===== config.mk =====
export PLATFORM = sky130hd
export DESIGN_NAME = pipe_power_rate_ctrl
export DESIGN_NICKNAME = d
export VERILOG_FILES = /design/src/rtl/pipe_power_rate_ctrl.sv
export SDC_FILE = /design/constraint.sdc
export NUM_CORES = 1
export LEC_CHECK = 0
export BUFFER_PORTS_ARGS = -buffer_cell sky130_fd_sc_hd__buf_2
export CORE_UTILIZATION = 24
export CTS_BUF_LIST = sky130_fd_sc_hd__clkbuf_16
export CTS_CLUSTER_DIAMETER = 40
export DETAILED_ROUTE_END_ITERATION = 7
export HOLD_SLACK_MARGIN = 0.06
export PLACE_DENSITY = 0.44
export SYNTH_ARGS = -nofsm -noshare
export SYNTH_HDL_FRONTEND = slang
export SYNTH_SLANG_ARGS = --single-unit

===== constraint.sdc =====
create_clock -name PCLK -period 6.9 [get_ports PCLK]
set_clock_uncertainty 0.2 [all_clocks]
set_input_delay 1.035 -clock PCLK [delete_from_list [all_inputs] [get_ports PCLK]]
set_output_delay 1.035 -clock PCLK [all_outputs]
set_load 0.01 [all_outputs]

===== src/rtl/pipe_power_rate_ctrl.sv =====
// Purpose: MAC-side PIPE sequencer for PowerDown / Rate changes and the post-reset PhyStatus wait.
// Latency: target driven 1 cycle after acceptance; done/error 1 cycle after the last PhyStatus or timeout.
// Backpressure: req_ready is high only in IDLE; req_valid while busy is dropped, with no queueing.
//
// Ports:
//   PCLK, Reset                 clock and asynchronous active-low reset
//   req_valid/req_ready         request handshake from the LTSSM
//   req_type                    0 = power-state change, 1 = rate change
//   req_powerdown, req_rate     requested PowerDown / Rate encodings
//   done, error                 one-cycle completion / timeout pulses
//   busy                        high from acceptance through the done/error cycle
//   phy_ready                   high once PhyStatus has deasserted after reset
//   PowerDown, Rate             PIPE outputs (PowerDown replicated per lane)
//   PclkChangeAck/PclkChangeOk  PCLK change handshake with the PHY
//   PhyStatus                   per-lane PHY status
module pipe_power_rate_ctrl #(
    parameter int pipe_num_of_lanes = 16,
    parameter int TIMEOUT_CYCLES    = 65535,
    parameter bit PCLK_CHANGE_EN    = 1'b1
) (
    input  logic                           PCLK,
    input  logic                           Reset,
    input  logic                           req_valid,
    output logic                           req_ready,
    input  logic                           req_type,
    input  logic [3:0]                     req_powerdown,
    input  logic [3:0]                     req_rate,
    output logic                           done,
    output logic                           error,
    output logic                           busy,
    output logic                           phy_ready,
    output logic [4*pipe_num_of_lanes-1:0] PowerDown,
    output logic [3:0]                     Rate,
    output logic                           PclkChangeAck,
    input  logic                           PclkChangeOk,
    input  logic [pipe_num_of_lanes-1:0]   PhyStatus
);

    localparam int CNT_W = ($clog2(TIMEOUT_CYCLES + 1) > 16) ? $clog2(TIMEOUT_CYCLES + 1) : 16;
    localparam logic [CNT_W-1:0] TIMEOUT_VAL = CNT_W'(TIMEOUT_CYCLES);
    localparam logic [3:0] PD_P1 = 4'b0010;

    // COMPLETE holds the done/error cycle so req_ready only rises afterwards.
    typedef enum logic [2:0] {
        RST_WAIT,
        IDLE,
        PD_WAIT,
        RATE_WAIT_OK,
        RATE_WAIT_STATUS,
        COMPLETE
    } state_t;

    state_t                         state_q, state_d;
    logic [3:0]                     pd_q, pd_d;
    logic [3:0]                     rate_q, rate_d;
    logic                           ack_q, ack_d;
    logic                           req_ready_q, req_ready_d;
    logic                           done_q, done_d;
    logic                           error_q, error_d;
    logic                           busy_q, busy_d;
    logic                           phy_ready_q, phy_ready_d;
    logic [CNT_W-1:0]               cnt_q, cnt_d;
    logic [pipe_num_of_lanes-1:0]   coll_q, coll_d;

    logic [CNT_W-1:0]               cnt_inc;
    logic [pipe_num_of_lanes-1:0]   coll_or;
    logic                           timeout_hit;

    assign cnt_inc     = cnt_q + CNT_W'(1);
    assign timeout_hit = (cnt_inc == TIMEOUT_VAL);
    // Sticky collector including this cycle's PhyStatus, so the last
    // arriving lane completes the wait on the same edge it is sampled.
    assign coll_or     = coll_q | PhyStatus;

    always_comb begin
        state_d     = state_q;
        pd_d        = pd_q;
        rate_d      = rate_q;
        ack_d       = ack_q;
        req_ready_d = req_ready_q;
        done_d      = 1'b0;
        error_d     = 1'b0;
        busy_d      = busy_q;
        phy_ready_d = phy_ready_q;
        cnt_d       = cnt_q;
        coll_d      = coll_q;

        case (state_q)
            RST_WAIT: begin
                if (PhyStatus == '0) begin
                    state_d     = IDLE;
                    phy_ready_d = 1'b1;
                    req_ready_d = 1'b1;
                end
            end

            IDLE: begin
                if (req_valid && req_ready_q) begin
                    req_ready_d = 1'b0;
                    busy_d      = 1'b1;
                    cnt_d       = '0;
                    coll_d      = '0;
                    if (!req_type) begin
                        if (req_powerdown == pd_q) begin
                            done_d  = 1'b1;
                            state_d = COMPLETE;
                        end else begin
                            pd_d    = req_powerdown;
                            state_d = PD_WAIT;
                        end
                    end else begin
                        if (req_rate == rate_q) begin
                            done_d  = 1'b1;
                            state_d = COMPLETE;
                        end else begin
                            rate_d  = req_rate;
                            state_d = PCLK_CHANGE_EN ? RATE_WAIT_OK : RATE_WAIT_STATUS;
                        end
                    end
                end
            end

            PD_WAIT: begin
                coll_d = coll_or;
                if (&coll_or) begin
                    done_d  = 1'b1;
                    state_d = COMPLETE;
                end else if (timeout_hit) begin
                    error_d = 1'b1;
                    state_d = COMPLETE;
                end else begin
                    cnt_d = cnt_inc;
                end
            end

            // PhyStatus is deliberately not collected here; the status
            // wait starts fresh once the PHY has agreed to the PCLK change.
            RATE_WAIT_OK: begin
                if (PclkChangeOk) begin
                    ack_d   = 1'b1;
                    coll_d  = '0;
                    cnt_d   = '0;
                    state_d = RATE_WAIT_STATUS;
                end else if (timeout_hit) begin
                    error_d = 1'b1;
                    ack_d   = 1'b0;
                    state_d = COMPLETE;
                end else begin
                    cnt_d = cnt_inc;
                end
            end

            RATE_WAIT_STATUS: begin
                coll_d = coll_or;
                if (&coll_or) begin
                    done_d  = 1'b1;
                    ack_d   = 1'b0;
                    state_d = COMPLETE;
                end else if (timeout_hit) begin
                    error_d = 1'b1;
                    ack_d   = 1'b0;
                    state_d = COMPLETE;
                end else begin
                    cnt_d = cnt_inc;
                end
            end

            COMPLETE: begin
                busy_d      = 1'b0;
                req_ready_d = 1'b1;
                state_d     = IDLE;
            end

            default: begin
                state_d = RST_WAIT;
            end
        endcase
    end

    always_ff @(posedge PCLK or negedge Reset) begin
        if (!Reset) begin
            state_q     <= RST_WAIT;
            pd_q        <= PD_P1;
            rate_q      <= 4'd0;
            ack_q       <= 1'b0;
            req_ready_q <= 1'b0;
            done_q      <= 1'b0;
            error_q     <= 1'b0;
            busy_q      <= 1'b0;
            phy_ready_q <= 1'b0;
            cnt_q       <= '0;
            coll_q      <= '0;
        end else begin
            state_q     <= state_d;
            pd_q        <= pd_d;
            rate_q      <= rate_d;
            ack_q       <= ack_d;
            req_ready_q <= req_ready_d;
            done_q      <= done_d;
            error_q     <= error_d;
            busy_q      <= busy_d;
            phy_ready_q <= phy_ready_d;
            cnt_q       <= cnt_d;
            coll_q      <= coll_d;
        end
    end

    assign req_ready     = req_ready_q;
    assign done          = done_q;
    assign error         = error_q;
    assign busy          = busy_q;
    assign phy_ready     = phy_ready_q;
    assign PowerDown     = {pipe_num_of_lanes{pd_q}};
    assign Rate          = rate_q;
    assign PclkChangeAck = ack_q;

endmodule


==> results of run 1 <==
==> cell usage after synthesis, types with 3 or more instances <==
library cell / instances / area share (%)
a21o_1: 3 / 0.69
a21oi_1: 33 / 5.1
a22oi_1: 3 / 0.69
a31o_1: 5 / 1.3
and3_1: 3 / 0.58
buf_1: 5 / 0.58
buf_2: 4 / 0.61
buf_4: 61 / 14
clkbuf_1: 5 / 0.58
dfrtp_1: 48 / 37
inv_1: 5 / 0.58
mux2_2: 9 / 3.1
nand2_1: 14 / 1.6
nand2b_1: 5 / 0.96
nand3_1: 7 / 1.1
nand4_1: 11 / 2.1
nor2_1: 46 / 5.3
nor2b_1: 6 / 1.2
nor3b_1: 4 / 0.92
nor4_1: 9 / 1.7
o21a_1: 3 / 0.69
o21ai_0: 12 / 1.8
o21ai_1: 3 / 0.46
o22ai_1: 11 / 2.1
xnor2_1: 8 / 2.2
xor2_1: 8 / 2.2
==> worst max-delay path by stage <==
stage,start,to,slack (ps),cells after the start
CTS,req_valid,cnt_q[10],3630,8
finish,req_valid,cnt_q[10],3620,8
global placement,req_valid,cnt_q[10],3350,8
global route,req_valid,cnt_q[10],3290,8
floorplan,PhyStatus[2],cnt_q[1],4220,8
detailed placement,req_valid,cnt_q[10],3320,8
==> metal layers <==
| layer | vias up | routed length [um] | track usage (%) |
|---|---|---|---|
| met3 | 2 | 380 | 2.41 |
| met1 | 1268 | 3740 | 15.2 |
| met5 | - | 0 | 0 |
| met4 | 0 | 70 | 3.64 |
| met2 | 103 | 3470 | 18.3 |
| li1 | 1310 | - | - |
==> flip-flops by register name, indices dropped and copies added (netlist names) <==
signal	cells
error	1
state_q	3
Rate	4
phy_ready	1
req_ready	1
done	1
pd_q	4
PclkChangeAck	1
busy	1
cnt_q	16
coll_q	16
==> worst max-delay path: stages <==
cell and delay [ps]:
buf_2 120, nand2_1 70, nor2_1 260, a21oi_1 210, nor2_1 910, buf_4 350
nor2_1 60, a41o_1 230
==> power breakdown <==
group | total, mW | switching (mW) | leakage, nW | internal (mW)
clock | 0.277 | 0.108 | 0.0826 | 0.169
sequential | 0.536 | 0.143 | 0.598 | 0.393
combinational | 0.748 | 0.425 | 0.926 | 0.323
==> layout make-up <==
type,count,share of cell area (%)
tap,176,6.07
multi-input combinational,234,40.6
inverter,5,0.517
clock buffer,5,3.45
sequential,49,33.8
clock inverter,3,1.03
timing repair buffer,104,14.5
==> layout by cell type, fill, tap and decap left out, types with 2 or more instances in the layout <==
cell and instances:
nand3_1 7, o21ai_0 12, nor2_1 46, nor4_1 9, buf_4 2, clkbuf_16 5, buf_2 102, and3_1 3
nand2b_1 5, o21a_1 3, dfrtp_1 48, ha_1 2, inv_1 6, nor2b_1 6, o22ai_1 11, a31o_1 5
a22oi_1 3, o2bb2ai_1 2, nand2_1 14, nor3b_1 4, mux2_2 9, nand4_1 11, xor2_1 8, o21ai_1 3
a21oi_1 33, a21o_1 3, or3_1 2, xnor2_1 8
==> cells by family (layout without fill, tap and decap cells) <==
kind of cell | Yosys count | count (layout)
simple gates | 114 | 114
compound gates | 93 | 93
buf+inv | 82 | 117
flops | 49 | 49
xor+xnor | 16 | 16
mux | 9 | 9
fa+ha+maj | 2 | 2
==> results.md, run 1 <==
* Status: completed
* Die X at 119 um
* First-pass GRT wire length at 12.7 mm
* Top FF cell, synth: dfrtp_1
* CTS hold repair buffers at 0
* Post-CTS Setup Inserts at 0
* Clk sinks at around 50
* Total power at ~1.6 mW
* CTS H-tree lvls at 2
* CTS Root Buffer Type: clkbuf_16
* DP Worst Slack at about 3300 ps
* Setup total negative slack at 0 ps
* Row count at between 40 and 50
* Largest family of logic cells by synthesized area: compound AO/OA/AOI/OAI gates
* Post-layout util at 27.4%
* Die Y at around 120 um
* Clk Latency, worst-skew pair at roughly 290 ps
* Vias at 2683
* Final setup vio count at 0
* Routed Antenna Nets at 0
* Syn Nets at between 300 and 400
* Register area at about 1200 sq um
* R2R cell count at 5
* Critical Path RT at just under 7000 ps
* Slew Limit Headroom at ~22%
* Post-synthesis mux area share at under 10%
* Vias in the first global route at around 2.4k
* Post-synth EDFFs at 0
* Area of the die at ~14000 sq um
* TritonCTS Buffers at 5
* Starting Density at between 20% and 30%
* Routed wire length at between 7 and 8 mm
* Buffers on Ports at 102
* Hold WC Path Type: flip-flop to flip-flop
* # fillers at between 1k and 1.5k
* Hpwl dp at between 5 and 6 mm
* Final Hold Viols at 0
* Seq/Total Area, Yosys at between 30% and 40%
* CTS clk-pin slew, worst paths at ~70 ps
* Largest net degree at the start of global routing at 50
* Layout Cells excl Fill at 576
* Seq cells post-synth at between 40 and 50
* First-pass DRT Iterations at 4
* PD cells at 430 nW/um^2
* R2R Setup Slk at 3870 ps
* Layout cells sized above 1 at between 30% and 40%
* Simple-Gate Fraction of Synth Area at 17.7%
* Area after DPL at 3470 sq um
* Synth Area in Compound Gates at 19.4%
* Cells after synthesis at 365
* Synthesized area per cell at 8.93 sq um
* Global-route usage over all layers at a little under an eighth
* Hold Crit Start: phy_ready
* Worst reg2reg path startpoint: state_q[0]
* CP Capture Type: flip-flop
* WHS Path Cells at 1
* RSZ-0062 raised after global routing: no
* Worst Hold Margin at about 280 ps
* Ant. Diodes at 0
* Placed cells at 568
* Ys async rst share at 100%
* DRC Markers at 0
* Hold EP: phy_ready
* Period minus WS final at ~3300 ps
* Critical Path Fanout Max at 17
* Xor-xnor portion of the synthesized cell area at 4.30%
* Post-Syn Area at approximately 3300 sq um
* IO Pins at between 100 and 150
* DR WL/cell at 13.3 um
* Iteration-0 DRC Markers at 135
* GR Overflow Total at 0
* Area Overhead vs Synth at 11.4%
* Setup WS post-layout at ~3600 ps
* Initial antenna violation count at 0
* Crit path DAT at 3260 ps
* Final Instance Area at approximately 3600 sq um
* Final Cycle Share at between 40% and 50%
* Fmax at 305 MHz
* Max VDD drop at between 0.0001 and 0.00015 V
* MaxCap Viol Count at 0
* Crit Path Class: primary input to flip-flop
* Leakage power at 1.61 nW
* Core Area at about 13000 sq um
* Post-CTS sizing at 0
* Clock buffer depth at 2
* CTS tree: yes
* Nets at between 400 and 500
* Post-synthesis adder-cell area fraction at less than 1%
* Avg Vias per Cell at ~4.7
* RR Endpoint: cnt_q[10]
* Synth warnings at 0
* Worst setup SP type: primary input
* Final Max Slew Viols at 0
* Routability Congestion at a little under 0.8
* Tightest Pin Transition at 1170 ps
* Multi-input logic area at 1470 sq um
* Cell variety after synth at 56
No activity file was read; power rests on OpenSTA's default activity.
==> inputs of run 2 (changes only) <==
- PLACE_DENSITY: 0.44 -> 0.45
- clock period: 6.9 -> 2.9 ns (I/O delays scaled with it)
==> results.md, run 2 (synthesis results as in run 1) <==
* Max VDD drop at around 0.00037 V
* CTS clk-pin slew, worst paths at 70 ps
* Final Instance Area at between 3000 and 4000 sq um
* Worst setup SP type: flip-flop
* Most frequent cells in the layout: buf_2, dfrtp_1, nor2_1
* CTS Root Buffer Type: clkbuf_16
* Final Max Slew Viols at 0
* Final Cycle Share at slightly below 90%
* Clock buffer depth at 2
* Largest net degree at the start of global routing at 50
* Routed wire length at between 7 and 8 mm
* Final Hold Viols at 0
* Routability Congestion at about 0.73
* PD cells at ~1000 nW/um^2
* Buffers on Ports at roughly 100
* DP Worst Slack at approximately 370 ps
* Hpwl dp at 5.56 mm
* Tightest Pin Transition at between 600 and 700 ps
* First-pass GRT wire length at roughly 12 mm
* Fmax at about 390 MHz
* Post-CTS sizing at 0
* Critical Path Fanout Max at 19
* Die Y at roughly 120 um
* Ant. Diodes at 0
* Avg Vias per Cell at 4.62
* Most common cell after layout, fill and taps aside: buf_2
* Iteration-0 DRC Markers at 100
* First-pass DRT Iterations at 4
* Row count at 42
* Slew Limit Headroom at 56.1%
* IO Pins at around 100
* DRC Markers at 0
* Critical Path RT at between 2000 and 3000 ps
* CP Capture Type: flip-flop
* Crit Path Class: flip-flop to flip-flop
* GR Overflow Total at 0
* Leakage power at about 1.7 nW
* Post-layout util at roughly 28%
* Hold WC Path Type: primary input to async pin
* TritonCTS Buffers at 5
* Status: completed
* Setup WS post-layout at about 330 ps
* Clk Latency, worst-skew pair at between 200 and 300 ps
* Setup total negative slack at 0 ps
* RSZ-0062 raised after global routing: no
* MaxCap Viol Count at 0
* Die X at between 100 and 150 um
* Final setup vio count at 0
* Core Area at roughly 13000 sq um
* Clk sinks at 49
* Vias at roughly 2.7k
* Layout cells sized above 1 at between 30% and 40%
* Top flop regs: cnt_q (16), coll_q (16)
* Area Overhead vs Synth at 14.0%
* Global-route usage over all layers at a little over a tenth
* Nets at 443
* Initial antenna violation count at 0
* # fillers at 1462
* CTS hold repair buffers at 0
* Post-CTS Setup Inserts at 0
* Starting Density at between 20% and 30%
* DR WL/cell at around 13 um
* Area of the die at approximately 14000 sq um
* Crit path DAT at ~2500 ps
* CTS H-tree lvls at 2
* CTS tree: yes
* Period minus WS final at around 2600 ps
* Area after DPL at about 3600 sq um
* Routed Antenna Nets at 0
* Total power at around 3.8 mW
* Vias in the first global route at ~2.4k
## run 2: cell count changes in the layout (fill, tap and decap cells not counted)
cell	previous run	this run
bufinv_16	1	0
clkinv_1	1	0
clkinv_2	0	2
buf_12	0	1
buf_4	2	14
## run 2: metrics by stage
step           hold slack (ps)  instances
2_1_floorplan            -60.6        365
3_3_place_gp               272        581
3_5_place_dp               269        581
4_1_cts                   92.4        589
5_1_grt                    121        589
6_report                  62.7        589
## run 2: worst paths after layout
kind,slack (ps),cells after the start,from,endpoint
hold / removal,60,2,Reset,error
hold reg to reg,280,1,phy_ready,phy_ready
setup / recovery,330,9,cnt_q[0],cnt_q[11]
setup reg to reg,330,9,cnt_q[0],cnt_q[11]
max in group asynchronous,2000,2,Reset,coll_q[0]
min in group PCLK,200,2,req_rate[1],Rate[1]
## run 2: metal layers
metal  vias to the layer above  share of wire [%]  track usage, %  wire length (um)
met2                       106                 45            17.3              3390
met5                         -                  0               0                 0
met4                         0                1.3            3.56                99
met1                      1281                 49            14.8              3690
li1                       1330                  -               -                 -
met3                         6                4.9            2.51               368
## run 2: area by class of cell
type | instances | area [sq um] | share of cell area [%]
sequential | 49 | 1230 | 33.0
clock buffer | 5 | 125 | 3.37
tap | 176 | 220 | 5.93
inverter | 5 | 18.8 | 0.505
multi-input combinational | 234 | 1470 | 39.7
timing repair buffer | 117 | 636 | 17.1
clock inverter | 3 | 13.8 | 0.370
## run 2: worst max-delay path, cell delays in order, from the launching register on
cell and delay (ps):
dfrtp_1 440, ha_1 200, nand2_1 150, nor4_1 390, a311oi_2 120, a2111oi_4 410
a21boi_4 100, buf_12 160, nor3b_1 140, o22a_1 150
## run 2: report_power, final
| part | internal (mW) | total, mW | switching, mW |
|---|---|---|---|
| registers | 0.935 | 1.25 | 0.311 |
| logic | 0.880 | 1.96 | 1.08 |
| clock network | 0.314 | 0.573 | 0.259 |
